### config.mk
export PLATFORM = sky130hd
export DESIGN_NAME = workout_sequencer_flat
export DESIGN_NICKNAME = d
export VERILOG_FILES = /design/src/rtl/workout_sequencer_pkg.sv /design/src/rtl/workout_sequencer_if.sv /design/src/rtl/workout_sequencer_phase_timer.sv /design/src/rtl/workout_sequencer.sv /design/src/flat_wrapper.sv
export SDC_FILE = /design/constraint.sdc
export NUM_CORES = 1
export LEC_CHECK = 0
export ABC_AREA = 1
export BUFFER_PORTS_ARGS = -buffer_cell sky130_fd_sc_hd__buf_4
export CORE_ASPECT_RATIO = 0.75
export CORE_MARGIN = 2
export CORE_UTILIZATION = 50
export CTS_CLUSTER_DIAMETER = 150
export DETAILED_ROUTE_END_ITERATION = 8
export PLACE_DENSITY = 0.84
export RECOVER_POWER = 100
export SLEW_MARGIN = 20
export SYNTH_ARGS = -nofsm -noshare
export SYNTH_HDL_FRONTEND = slang
export SYNTH_SLANG_ARGS = --single-unit
### constraint.sdc
create_clock -name clk -period 1.9 [get_ports clk]
set_input_delay 0.38 -clock clk [delete_from_list [all_inputs] [get_ports clk]]
set_output_delay 0.38 -clock clk [all_outputs]
set_load 0.05 [all_outputs]
### src/rtl/workout_sequencer_pkg.sv
// Shared encodings for the interval workout sequencer.
// State values are fixed because they are exported on state_out.
package workout_pkg;

   localparam logic [2:0] ST_IDLE   = 3'd0;
   localparam logic [2:0] ST_WORK   = 3'd1;
   localparam logic [2:0] ST_REST   = 3'd2;
   localparam logic [2:0] ST_RREST  = 3'd3;
   localparam logic [2:0] ST_PAUSED = 3'd4;
   localparam logic [2:0] ST_FINISH = 3'd5;

   typedef enum logic [2:0] {
      PH_IDLE   = ST_IDLE,
      PH_WORK   = ST_WORK,
      PH_REST   = ST_REST,
      PH_RREST  = ST_RREST,
      PH_PAUSED = ST_PAUSED,
      PH_FINISH = ST_FINISH
   } phase_e;

   localparam int MIN_DUR = 1;

endpackage

### src/rtl/workout_sequencer_if.sv
// Control/config inputs and registered status outputs of the workout sequencer.
// master drives the controls (tick source, buttons); slave is the sequencer.
interface workout_sequencer_if #(
   parameter int CNT_W  = 8,
   parameter int RND_W  = 4,
   parameter int TIME_W = 8
) ();

   logic              tick;
   logic              start;
   logic              pause;
   logic              skip;
   logic [CNT_W-1:0]  n_ex;
   logic [RND_W-1:0]  n_rounds;
   logic [TIME_W-1:0] work_time;
   logic [TIME_W-1:0] rest_time;
   logic [TIME_W-1:0] rrest_time;

   logic [2:0]        state_out;
   logic [TIME_W-1:0] remaining;
   logic [CNT_W-1:0]  ex_left;
   logic [RND_W-1:0]  rnd_left;
   logic              show_time;
   logic              beep_cycle_end;
   logic              beep_round_end;
   logic              beep_finish;
   logic              done;

   modport master (
      output tick, start, pause, skip, n_ex, n_rounds, work_time, rest_time, rrest_time,
      input  state_out, remaining, ex_left, rnd_left, show_time,
             beep_cycle_end, beep_round_end, beep_finish, done
   );

   modport slave (
      input  tick, start, pause, skip, n_ex, n_rounds, work_time, rest_time, rrest_time,
      output state_out, remaining, ex_left, rnd_left, show_time,
             beep_cycle_end, beep_round_end, beep_finish, done
   );

endinterface

### src/rtl/workout_sequencer_phase_timer.sv
// Per-phase countdown: load sets the duration, each unfrozen tick decrements it.
// expire is combinational: skip, or a tick while one tick remains.
module phase_timer #(
   parameter int TIME_W = 8
) (
   input  logic              clk,
   input  logic              reset,
   input  logic              load,
   input  logic [TIME_W-1:0] load_val,
   input  logic              tick,
   input  logic              freeze,
   input  logic              skip,
   output logic [TIME_W-1:0] remaining,
   output logic              expire
);

   assign expire = !freeze && (skip || (tick && remaining == TIME_W'(1)));

   // The last tick never decrements; the owner reloads on expire instead.
   always_ff @(posedge clk) begin
      if (reset) begin
         remaining <= '0;
      end else if (load) begin
         remaining <= load_val;
      end else if (!freeze && tick && remaining > TIME_W'(1)) begin
         remaining <= remaining - TIME_W'(1);
      end
   end

endmodule

### src/rtl/workout_sequencer.sv
// Interval workout controller: work/rest/inter-round-rest phases, pause, skip.
// All outputs registered; start or phase expiry at edge k is visible after edge k.
module workout_sequencer
   import workout_pkg::*;
#(
   parameter int CNT_W  = 8,
   parameter int RND_W  = 4,
   parameter int TIME_W = 8
) (
   input  logic               clk,
   input  logic               reset,
   workout_sequencer_if.slave bus
);

   phase_e            state_q, state_d, ret_q, ret_d;
   logic [CNT_W-1:0]  ex_q, ex_d, n_ex_q;
   logic [RND_W-1:0]  rnd_q, rnd_d, n_rnd_q;
   logic [TIME_W-1:0] work_q, rest_q, rrest_q;
   logic [TIME_W-1:0] load_val, remaining, work_dur;
   logic              load, freeze, expire, latch, active;
   logic              cyc_d, rndb_d, fin_d, cyc_q, rndb_q, fin_q;
   logic              show_q, done_q;

   function automatic logic [TIME_W-1:0] at_least_min(input logic [TIME_W-1:0] d);
      return (d < TIME_W'(MIN_DUR)) ? TIME_W'(MIN_DUR) : d;
   endfunction

   assign active   = state_q inside {PH_WORK, PH_REST, PH_RREST};
   assign freeze   = !active || bus.pause;
   assign work_dur = at_least_min(work_q);

   phase_timer #(.TIME_W(TIME_W)) u_timer (
      .clk       (clk),
      .reset     (reset),
      .load      (load),
      .load_val  (load_val),
      .tick      (bus.tick),
      .freeze    (freeze),
      .skip      (bus.skip),
      .remaining (remaining),
      .expire    (expire)
   );

   always_comb begin
      state_d  = state_q;
      ret_d    = ret_q;
      ex_d     = ex_q;
      rnd_d    = rnd_q;
      load     = 1'b0;
      load_val = '0;
      latch    = 1'b0;
      cyc_d    = 1'b0;
      rndb_d   = 1'b0;
      fin_d    = 1'b0;
      case (state_q)
         PH_IDLE: begin
            if (bus.start) begin
               latch = 1'b1;
               load  = 1'b1;
               if (bus.n_ex == '0 || bus.n_rounds == '0) begin
                  state_d = PH_FINISH;
                  ex_d    = '0;
                  rnd_d   = '0;
               end else begin
                  state_d  = PH_WORK;
                  ex_d     = bus.n_ex;
                  rnd_d    = bus.n_rounds;
                  load_val = at_least_min(bus.work_time);
               end
            end
         end
         PH_WORK, PH_REST, PH_RREST: begin
            if (bus.pause) begin
               ret_d   = state_q;
               state_d = PH_PAUSED;
            end else if (expire) begin
               load = 1'b1;
               if (state_q != PH_WORK) begin
                  state_d  = PH_WORK;
                  load_val = work_dur;
                  cyc_d    = (state_q == PH_REST);
                  rndb_d   = (state_q == PH_RREST);
               end else if (ex_q > CNT_W'(1)) begin
                  ex_d = ex_q - CNT_W'(1);
                  // A zero-length rest collapses straight into the next work phase.
                  if (rest_q == '0) begin
                     state_d  = PH_WORK;
                     load_val = work_dur;
                     cyc_d    = 1'b1;
                  end else begin
                     state_d  = PH_REST;
                     load_val = rest_q;
                  end
               end else if (rnd_q > RND_W'(1)) begin
                  rnd_d = rnd_q - RND_W'(1);
                  ex_d  = n_ex_q;
                  if (rrest_q == '0) begin
                     state_d  = PH_WORK;
                     load_val = work_dur;
                     rndb_d   = 1'b1;
                  end else begin
                     state_d  = PH_RREST;
                     load_val = rrest_q;
                  end
               end else begin
                  state_d = PH_FINISH;
                  ex_d    = '0;
                  rnd_d   = '0;
                  fin_d   = 1'b1;
               end
            end
         end
         PH_PAUSED: begin
            if (bus.pause) state_d = ret_q;
         end
         PH_FINISH: begin
            if (bus.start) state_d = PH_IDLE;
         end
         default: begin
            state_d = PH_IDLE;
            load    = 1'b1;
            ex_d    = '0;
            rnd_d   = '0;
         end
      endcase
   end

   always_ff @(posedge clk) begin
      if (reset) begin
         state_q <= PH_IDLE;
         ret_q   <= PH_IDLE;
         ex_q    <= '0;
         rnd_q   <= '0;
         n_ex_q  <= '0;
         n_rnd_q <= '0;
         work_q  <= '0;
         rest_q  <= '0;
         rrest_q <= '0;
         cyc_q   <= 1'b0;
         rndb_q  <= 1'b0;
         fin_q   <= 1'b0;
         show_q  <= 1'b0;
         done_q  <= 1'b0;
      end else begin
         state_q <= state_d;
         ret_q   <= ret_d;
         ex_q    <= ex_d;
         rnd_q   <= rnd_d;
         if (latch) begin
            n_ex_q  <= bus.n_ex;
            n_rnd_q <= bus.n_rounds;
            work_q  <= bus.work_time;
            rest_q  <= bus.rest_time;
            rrest_q <= bus.rrest_time;
         end
         cyc_q  <= cyc_d;
         rndb_q <= rndb_d;
         fin_q  <= fin_d;
         show_q <= state_d inside {PH_WORK, PH_REST, PH_RREST, PH_PAUSED};
         done_q <= (state_d == PH_FINISH);
      end
   end

   assign bus.state_out      = state_q;
   assign bus.remaining      = remaining;
   assign bus.ex_left        = ex_q;
   assign bus.rnd_left       = rnd_q;
   assign bus.show_time      = show_q;
   assign bus.beep_cycle_end = cyc_q;
   assign bus.beep_round_end = rndb_q;
   assign bus.beep_finish    = fin_q;
   assign bus.done           = done_q;

endmodule

### src/flat_wrapper.sv
// flat-port wrapper written by rule: the top's interface ports become plain ports
module workout_sequencer_flat import workout_pkg::*;
#(
   parameter int CNT_W  = 8,
   parameter int RND_W  = 4,
   parameter int TIME_W = 8
)
  (clk, reset, bus_tick, bus_start, bus_pause, bus_skip, bus_n_ex, bus_n_rounds, bus_work_time, bus_rest_time, bus_rrest_time, bus_state_out, bus_remaining, bus_ex_left, bus_rnd_left, bus_show_time, bus_beep_cycle_end, bus_beep_round_end, bus_beep_finish, bus_done);
  workout_sequencer_if #(.CNT_W(CNT_W), .RND_W(RND_W), .TIME_W(TIME_W)) bus_i ();
  input  logic clk;
  input  logic reset;
  input wire logic [$bits(bus_i.tick)-1:0] bus_tick;
  input wire logic [$bits(bus_i.start)-1:0] bus_start;
  input wire logic [$bits(bus_i.pause)-1:0] bus_pause;
  input wire logic [$bits(bus_i.skip)-1:0] bus_skip;
  input wire logic [$bits(bus_i.n_ex)-1:0] bus_n_ex;
  input wire logic [$bits(bus_i.n_rounds)-1:0] bus_n_rounds;
  input wire logic [$bits(bus_i.work_time)-1:0] bus_work_time;
  input wire logic [$bits(bus_i.rest_time)-1:0] bus_rest_time;
  input wire logic [$bits(bus_i.rrest_time)-1:0] bus_rrest_time;
  output wire logic [$bits(bus_i.state_out)-1:0] bus_state_out;
  output wire logic [$bits(bus_i.remaining)-1:0] bus_remaining;
  output wire logic [$bits(bus_i.ex_left)-1:0] bus_ex_left;
  output wire logic [$bits(bus_i.rnd_left)-1:0] bus_rnd_left;
  output wire logic [$bits(bus_i.show_time)-1:0] bus_show_time;
  output wire logic [$bits(bus_i.beep_cycle_end)-1:0] bus_beep_cycle_end;
  output wire logic [$bits(bus_i.beep_round_end)-1:0] bus_beep_round_end;
  output wire logic [$bits(bus_i.beep_finish)-1:0] bus_beep_finish;
  output wire logic [$bits(bus_i.done)-1:0] bus_done;
  assign bus_i.tick = bus_tick;
  assign bus_i.start = bus_start;
  assign bus_i.pause = bus_pause;
  assign bus_i.skip = bus_skip;
  assign bus_i.n_ex = bus_n_ex;
  assign bus_i.n_rounds = bus_n_rounds;
  assign bus_i.work_time = bus_work_time;
  assign bus_i.rest_time = bus_rest_time;
  assign bus_i.rrest_time = bus_rrest_time;
  assign bus_state_out = bus_i.state_out;
  assign bus_remaining = bus_i.remaining;
  assign bus_ex_left = bus_i.ex_left;
  assign bus_rnd_left = bus_i.rnd_left;
  assign bus_show_time = bus_i.show_time;
  assign bus_beep_cycle_end = bus_i.beep_cycle_end;
  assign bus_beep_round_end = bus_i.beep_round_end;
  assign bus_beep_finish = bus_i.beep_finish;
  assign bus_done = bus_i.done;
  workout_sequencer #(.CNT_W(CNT_W), .RND_W(RND_W), .TIME_W(TIME_W)) u_core (.clk(clk), .reset(reset), .bus(bus_i));
endmodule
==> flow_summary.json, run 1 <==
{
  "nets": 718,
  "drive_above_1_share": 0.227,
  "status": "finished clean",
  "grt_first_pass_wirelength_um": 17000,
  "diodes": 0,
  "worst_pin_slew_ps": 621,
  "cp-endpoint": "u_core.u_timer.remaining[7]",
  "relSlewSlack": 0.588,
  "ys_types": 38,
  "n_fill_cell": 616,
  "gp_congestion": 0.919,
  "cts_tree": "yes",
  "synth-seq-cells": 63,
  "top_level_ports": 70,
  "cts_buffers": 9,
  "worst_setup_path_end_kind": "flop",
  "design.core.area_um2": 6960,
  "rr_endpoint": "u_core.u_timer.remaining[7]",
  "yosysTopAreaCellShare": 0.344,
  "yosysTopAreaCell": "dfxtp_1",
  "fin_ws_ps": 37.6,
  "synth_top_flop_cell": "dfxtp_1",
  "cts_sinks": 63,
  "cp.required_ps": 2180,
  "clk_pin_slew_worst_paths_ps": 70,
  "cap_viol_max_count": 0,
  "area_growth_syn_to_layout_pct": 28.8,
  "cp.arrival_ps": 2140,
  "reg2reg_depth": 10,
  "ys_warn_count": 0,
  "grt_max_degree": 42,
  "drc": 0,
  "fmax_ghz": 0.537,
  "period_needed_ps": 1860,
  "drt_first_pass_iters": 7,
  "synth-edff-count": 0,
  "worstHoldPathCells": 3,
  "clk_latency_ps": 340,
  "grt_pass1_vias": 3605,
  "die_area_um2": 8040,
  "place_hpwl_um": 7830,
  "hold_class": "primary input to flop",
  "dr_total_vias": 4175,
  "syn_inst": 566,
  "cts-root-buf": "clkbuf_8",
  "reg2reg_from": "u_core.bus.rnd_left[0]",
  "whs_ps": 256,
  "synth.most_common_cell": "nand2_1",
  "std_cell_rows": 26,
  "routed_wl_um": 11100,
  "rrSetupSlack_ps": 40,
  "synth-seq-area-share": 0.344,
  "startpoint_type": "flop",
  "die_y_um": 78.1,
  "vias_per_cell": 5.40,
  "fin_util": 0.678,
  "worstPathMaxFanout": 3,
  "synth_nets": 614,
  "drt_iter0_markers": 360,
  "pre_cts_slack_ps": -50.4,
  "clockBufferDepth": 2,
  "slew_violations": 0,
  "min_period_over_period": 0.980,
  "p_leak_nw": 2.21,
  "start_util": 0.526,
  "die_w_um": 103,
  "grt_use_total": 0.268,
  "wl_per_cell_um": 14.3,
  "avgSynthCellArea_um2": 6.47,
  "hold_viol_final": 0,
  "io_buffers": 69,
  "cts_hold_buf": 0,
  "ant_nets": 0,
  "synthesis.area_um2": 3660,
  "setup_viol": 0,
  "synth.area.top_cells": "dfxtp_1 (34%), nand2_1 (13%), nor2_1 (8.6%)",
  "yosys-top-cells-count": "nand2_1 (130), nor2_1 (84), inv_1 (68), dfxtp_1 (63), o21ai_0 (49)",
  "powerDensity_nw_per_um2": 967,
  "clock_skew_ps": 6.49,
  "critPathLaunch": "u_core.bus.rnd_left[0]",
  "dpl.cell_count": 747,
  "overflow": 0,
  "ir_drop_uv": 511,
  "async_flop_share": 0,
  "h-tree-depth": 3,
  "antenna_found_initial": 0,
  "crit_type": "flop to flop",
  "finalNonFillerCells": 773
}
-- placed cells by master, fill, tap and decap left out, types with 11 or more instances in the layout --
cell type / instances
inv_1: 64
o21ai_0: 49
dfxtp_1: 55
buf_4: 82
clkbuf_1: 29
a21oi_1: 29
nand2_1: 127
nor2_1: 79
inv_2: 11
nand3_1: 30
-- cell type report --
type,count,area (µm²),share of cell area
flip-flops and latches,63,1280,0.270
clock buffers,12,166,0.0352
multi-input cells,406,2090,0.444
well taps,98,123,0.0260
repair buffers,111,732,0.155
clock inverters,4,27.5,0.00583
inverters,79,303,0.0641
-- sequential cells by signal, summed over array words and instances (netlist names) --
register / count
u_core.n_ex_q: 8
u_core.bus.rnd_left: 4
u_core.rrest_q: 8
u_core.bus.show_time: 1
u_core.work_q: 8
u_core.bus.beep_round_end: 1
u_core.bus.beep_finish: 1
u_core.u_timer.remaining: 8
u_core.bus.state_out: 3
u_core.bus.done: 1
u_core.rest_q: 8
u_core.bus.beep_cycle_end: 1
u_core.ret_q: 3
u_core.bus.ex_left: 8
-- repair_timing --
action,in CTS,in global routing
setup endpoints to repair,7,24
resized for setup,2,25
pin swaps,0,12
setup buffers,0,10
-- worst min path at each step --
stage	start	slack, ps	to
final	bus_rrest_time[6]	260	u_core.rrest_q[6]
after global routing	bus_rest_time[2]	250	u_core.rest_q[2]
after CTS	bus_rrest_time[6]	250	u_core.rrest_q[6]
after detailed placement	u_core.n_ex_q[5]	440	u_core.n_ex_q[5]
after global placement	u_core.work_q[0]	430	u_core.work_q[0]
after floorplan	u_core.work_q[0]	420	u_core.work_q[0]
-- routing by layer --
| layer | vias to the layer above | routed length, µm | GRT usage |
|---|---|---|---|
| met3 | 22 | 994 | 0.0614 |
| met5 | - | 0 | 0 |
| li1 | 2031 | - | - |
| met2 | 231 | 5040 | 0.404 |
| met4 | 0 | 189 | 0.0697 |
| met1 | 1891 | 4840 | 0.387 |
-- power by group --
group	leakage [nW]	switching, mW	internal (mW)	total, mW
registers	0.523	0.116	1.47	1.58
logic	1.59	1.20	0.652	1.86
clock network	0.0898	0.540	0.586	1.13
total	2.21	1.86	2.71	4.57
-- metrics by stage --
stage	instance area [µm²]	power [mW]	setup TNS [ps]
after CTS	4670	4.44	0
final	4720	4.57	0
after global routing	4720	4.81	-733
after global placement	4470	3.27	-67.7
after detailed placement	4470	3.31	-171
after floorplan	3680	2.78	0
-- critical path: stages, from the launching register on --
cell	delay, ps
dfxtp_2	350
inv_1	70
ha_1	240
o21ai_2	240
buf_4	150
o21ai_0	130
o21ai_0	230
nor2_1	70
o22ai_1	180
nor2_1	60
nor2_1	70
-- kinds of logic (layout without fill, tap and decap cells) --
family,count (synthesis),count (layout),synth area share
buffers and inverters,97,206,0.107
XOR/XNOR,9,9,0.0215
AO/OA/AOI/OAI,120,120,0.184
flip-flops,63,63,0.344
adder cells (fa/ha/maj),6,6,0.0205
AND/OR/NAND/NOR,271,271,0.323
Power figures use the tool's default switching activity.
==> inputs of run 2 (changes only) <==
Settings changed: BUFFER_PORTS_ARGS -buffer_cell sky130_fd_sc_hd__buf_4 to unset, CAP_MARGIN set to 20, CORE_UTILIZATION 50 to 57, DONT_BUFFER_PORTS set to 1, PLACE_DENSITY 0.84 to 0.83.
==> run 2 against run 1 <==
Against the previous run: critical path depth is 1 higher; hold slack worse by 170 ps; setup slack better by 51 ps; non-clock buffer count is 61 lower; register-to-register slack better by 50 ps; combinational power is 6% lower; sequential power hardly changed; cell area is 7.4% lower; via count is 5.9% lower; wire length is 5.2% lower; critical endpoint is now u_core.bus.ex_left[4]; largest cell class unchanged.
==> flow_summary.json, run 2 (synthesis results as in run 1) <==
{
  "die_area_um2": 7090,
  "grt_use_total": 0.303,
  "grt_first_pass_wirelength_um": 16700,
  "pre_cts_slack_ps": -16.9,
  "setup_viol": 0,
  "slew_violations": 0,
  "routed_wl_um": 10500,
  "wl_per_cell_um": 15.1,
  "crit_type": "flop to flop",
  "clock_skew_ps": 11.2,
  "final_cell_mix": "nand2_1 (124), nor2_1 (81), inv_1 (61)",
  "cts-root-buf": "clkbuf_8",
  "grt_pass1_vias": 3609,
  "min_period_over_period": 0.954,
  "relSlewSlack": 0.486,
  "cp_common_cell": "nor2_1",
  "fin_ws_ps": 88.2,
  "drc": 0,
  "design.core.area_um2": 6260,
  "worst_setup_path_end_kind": "flop",
  "std_cell_rows": 25,
  "top_level_ports": 70,
  "hold_class": "primary input to flop",
  "worstPathMaxFanout": 7,
  "cp.required_ps": 2150,
  "start_util": 0.586,
  "final_area_um2": 4370,
  "p_leak_nw": 1.98,
  "clk_pin_slew_worst_paths_ps": 80,
  "place_hpwl_um": 7620,
  "dr_total_vias": 3930,
  "die_y_um": 73.4,
  "io_buffers": 0,
  "antenna_found_initial": 0,
  "cpMaxStageDelayCell": "dfxtp_1",
  "h-tree-depth": 3,
  "regArea_um2": 1280,
  "period_needed_ps": 1810,
  "fmax_ghz": 0.552,
  "drt_iter0_markers": 384,
  "cap_viol_max_count": 0,
  "multi_input_area_um2": 2120,
  "worst_pin_slew_ps": 772,
  "powerDensity_nw_per_um2": 1070,
  "cp_slowest_stage_delay_ps": 330,
  "area_growth_syn_to_layout_pct": 19.3,
  "grt_max_degree": 31,
  "clk_latency_ps": 360,
  "fin_util": 0.699,
  "overflow": 0,
  "ir_drop_uv": 787,
  "drive_above_1_share": 0.179,
  "status": "finished clean",
  "finalNonFillerCells": 695,
  "diodes": 0,
  "cp.arrival_ps": 2060,
  "die_w_um": 96.6,
  "n_fill_cell": 536,
  "vias_per_cell": 5.65,
  "drt_first_pass_iters": 6,
  "crit_path_cell_trace": "inv_1 > nand2_1 > nor2_1 > nand2_4 > inv_4 > nor2_1 > buf_4 > a21oi_1 > nor2_1 > a211oi_1 > nor2_1",
  "nets": 657,
  "layout_commonest_cell": "nand2_1",
  "cts_sinks": 63,
  "place_area_um2": 4040,
  "hold_viol_final": 0,
  "startpoint_type": "flop",
  "ant_nets": 0,
  "dpl.cell_count": 672,
  "whs_ps": 81.9,
  "clockBufferDepth": 2,
  "cts_tree": "yes",
  "gp_congestion": 0.951,
  "cts_buffers": 9
}
-- run 2: through the flow --
stage	TNS (ps)	total power [mW]
after floorplan	0	2.78
after global placement	0	3.17
after detailed placement	-16.9	3.22
after CTS	0	4.55
after global routing	-366	4.94
final	0	4.68
-- run 2: final cells by class --
class,count,share of cell area
multi-input combinational,406,0.485
sequential,63,0.292
tap,81,0.0232
clock buffer,10,0.0315
clock inverter,6,0.0212
timing repair buffer,50,0.0778
inverter,79,0.0698
-- run 2: worst paths after layout --
kind / from / endpoint / slack (ps) / cells past startpoint
max: u_core.bus.ex_left[4] / u_core.bus.ex_left[4] / 90 / 11
min: reset / u_core.bus.ex_left[0] / 80 / 1
max reg2reg: u_core.bus.ex_left[4] / u_core.bus.ex_left[4] / 90 / 11
min reg2reg: u_core.work_q[0] / u_core.work_q[0] / 460 / 2
-- run 2: critical path, delay by kind of cell, from the launching register on --
family / cells / cell delay [ps]
AND/OR/NAND/NOR: 6 / 630
buffers and inverters: 3 / 370
AO/OA/AOI/OAI: 2 / 370
flip-flops: 1 / 330
-- run 2: power breakdown --
part	leakage (nW)	internal, mW	total, mW	switching [mW]
Combinational	1.35	0.583	1.75	1.17
Sequential	0.523	1.47	1.58	0.114
Clock	0.109	0.780	1.35	0.569
Total	1.98	2.83	4.68	1.85
-- run 2: layer usage --
| layer | vias to the layer above | global-route usage | wire, µm |
|---|---|---|---|
| li1 | 1914 | - | - |
| met5 | - | 0 | 0 |
| met2 | 226 | 0.475 | 4780 |
| met3 | 16 | 0.0697 | 1080 |
| met1 | 1774 | 0.413 | 4490 |
| met4 | 0 | 0.0970 | 149 |
-- run 2: what timing repair did --
item,4_1_cts,5_1_grt
pin swaps,0,17
setup buffers,0,7
gates resized for setup,1,40
endpoints found under the setup margin,1,23
hold buffers,0,0
==> inputs of run 3 (changes only) <==
Settings changed: PLACE_DENSITY 0.83 to 0.76.
==> run 3 against run 2 <==
Against the previous run: sequential power about the same; first-iteration DRC count decreased by 8.6%; register-to-register slack is essentially flat; die area is the same; setup slack got worse by 7.1 ps; highest routed layer unchanged; combinational power about the same; critical path type unchanged; via count fell by 3.7%; sequential share of layout area rose by 0.34 points; wire length down 3.3%; clock power shrank 9.6%; cell area down 0.97%; non-clock buffer count unchanged.
==> flow_summary.json, run 3 (synthesis results as in run 1) <==
{
  "status": "finished clean",
  "pre_cts_slack_ps": -77.3,
  "worstHoldPathCells": 1,
  "whs_ps": 81.6,
  "grt_first_pass_wirelength_um": 16700,
  "path_buf_inv": 3,
  "clockPowerShare": 0.268,
  "min_from": "reset",
  "fin_util": 0.692,
  "antenna_found_initial": 0,
  "nets": 657,
  "min_period_over_period": 0.957,
  "drt_iter0_markers": 351,
  "cts_sinks": 63,
  "slew_violations": 0,
  "diodes": 0,
  "final_area_um2": 4330,
  "layout_commonest_cell": "nand2_1",
  "fin_ws_ps": 81.0,
  "die_area_um2": 7090,
  "grt_max_degree": 28,
  "drive_above_1_share": 0.182,
  "p_seq_frac": 0.347,
  "std_cell_rows": 25,
  "rsz0062_at_grt": "true",
  "routed_wl_um": 10100,
  "wl_per_cell_um": 14.6,
  "p_leak_nw": 1.98,
  "reg2reg_depth": 13,
  "io_buffers": 0,
  "grt_use_total": 0.305,
  "period_needed_ps": 1820,
  "cp_common_cell": "nand2_1",
  "switching_power_mw": 1.82,
  "worst_setup_path_end_kind": "flop",
  "startpoint_type": "flop",
  "rrSetupSlack_ps": 80,
  "critPathTopFamily": "simple AND/OR/NAND/NOR gates",
  "hold_path_end": "u_core.bus.state_out[0]",
  "powerDensity_nw_per_um2": 1050,
  "rr_endpoint": "u_core.u_timer.remaining[6]",
  "setup_viol": 0,
  "cts_buffers": 9,
  "crit_type": "flop to flop",
  "comb_power_share": 0.385,
  "die_w_um": 96.6,
  "overflow": 0,
  "cp.arrival_ps": 2080,
  "cts_tree": "yes",
  "worstPathMaxFanout": 6,
  "place_hpwl_um": 7440,
  "ir_drop_uv": 602,
  "h-tree-depth": 3,
  "area_growth_syn_to_layout_pct": 18.1,
  "cts-root-buf": "clkbuf_8",
  "start_util": 0.586,
  "reg2reg_from": "u_core.bus.ex_left[0]",
  "final_cell_mix": "nand2_1 (126), nor2_1 (83), inv_1 (63)",
  "cts_hold_buf": 0,
  "fmax_ghz": 0.550,
  "crit_path_cell_trace": "inv_2 > ha_4 > nor2_1 > nor2_1 > nand2_2 > buf_4 > nand2_1 > o21ai_1 > nand2_1 > nand3_2 > nand3_1 > nand2_1 > inv_1",
  "power.total_mw": 4.54,
  "cellInternalPower_mw": 2.72,
  "gp_congestion": 0.903,
  "hold_viol_final": 0,
  "hold_class": "primary input to flop",
  "cap_viol_max_count": 0,
  "clockBufferDepth": 2,
  "drc": 0,
  "vias_per_cell": 5.45,
  "n_fill_cell": 542,
  "finalNonFillerCells": 695,
  "place_area_um2": 4030,
  "cp_slowest_stage_delay_ps": 360,
  "fin_setup_tns_ps": 0,
  "design.core.area_um2": 6260,
  "sw_frac_of_total": 0.401,
  "worst_pin_slew_ps": 722,
  "clock_skew_ps": 9.82,
  "dpl.cell_count": 675,
  "drt_first_pass_iters": 5,
  "cp.required_ps": 2160,
  "cpMaxStageDelayCell": "dfxtp_4",
  "clk_pin_slew_worst_paths_ps": 80,
  "clk_latency_ps": 360,
  "top_level_ports": 70,
  "grt_pass1_vias": 3588,
  "relSlewSlack": 0.519,
  "ant_nets": 0,
  "die_y_um": 73.4,
  "dr_total_vias": 3785
}
==> run 3: cell count changes in the layout (fill, tap and decap cells not counted), sizes merged <==
cell / delta
buf: +5
bufinv: -2
clkbuf: -2
clkinv: -1
clkinvlp: +1
inv: -1
==> run 3: metal layers <==
layer | vias to the layer above | GRT usage | share of wire
met1 | 1688 | 0.427 | 0.46
met5 | - | 0 | 0
li1 | 1915 | - | -
met3 | 12 | 0.0769 | 0.085
met4 | 0 | 0.0876 | 0.012
met2 | 170 | 0.468 | 0.44
==> run 3: worst max-delay path by stage <==
stage | startpoint | to | cells past startpoint
6_report | u_core.bus.ex_left[0] | u_core.u_timer.remaining[6] | 13
5_1_grt | u_core.bus.ex_left[1] | u_core.u_timer.remaining[7] | 12
4_1_cts | u_core.bus.ex_left[0] | u_core.bus.show_time | 14
3_5_place_dp | u_core.bus.rnd_left[0] | u_core.bus.beep_round_end | 8
3_3_place_gp | u_core.bus.rnd_left[0] | u_core.bus.beep_round_end | 8
2_1_floorplan | u_core.bus.ex_left[4] | u_core.bus.ex_left[6] | 10
==> run 3: area by class of cell <==
cell class | count | area [µm²] | area share
multi-input cells | 406 | 2110 | 0.487
inverters | 79 | 303 | 0.0699
repair buffers | 50 | 327 | 0.0754
well taps | 81 | 101 | 0.0234
flip-flops and latches | 63 | 1280 | 0.295
clock buffers | 13 | 190 | 0.0439
clock inverters | 3 | 22.5 | 0.00520
==> run 3: timing repair <==
item,4_1_cts,5_1_grt
buffers inserted,0,4
endpoints found under the setup margin,12,23
resized for setup,7,26
pin swaps,0,10
==> run 3: power groups by stage <==
| stage | registers [mW] | clock network, mW | logic (mW) |
|---|---|---|---|
| after floorplan | 1.81 | 0 | 0.969 |
| after global placement | 1.59 | 0 | 1.61 |
| after detailed placement | 1.60 | 0 | 1.63 |
| after CTS | 1.57 | 1.24 | 1.67 |
| after global routing | 1.59 | 1.29 | 1.94 |
| final | 1.57 | 1.22 | 1.75 |
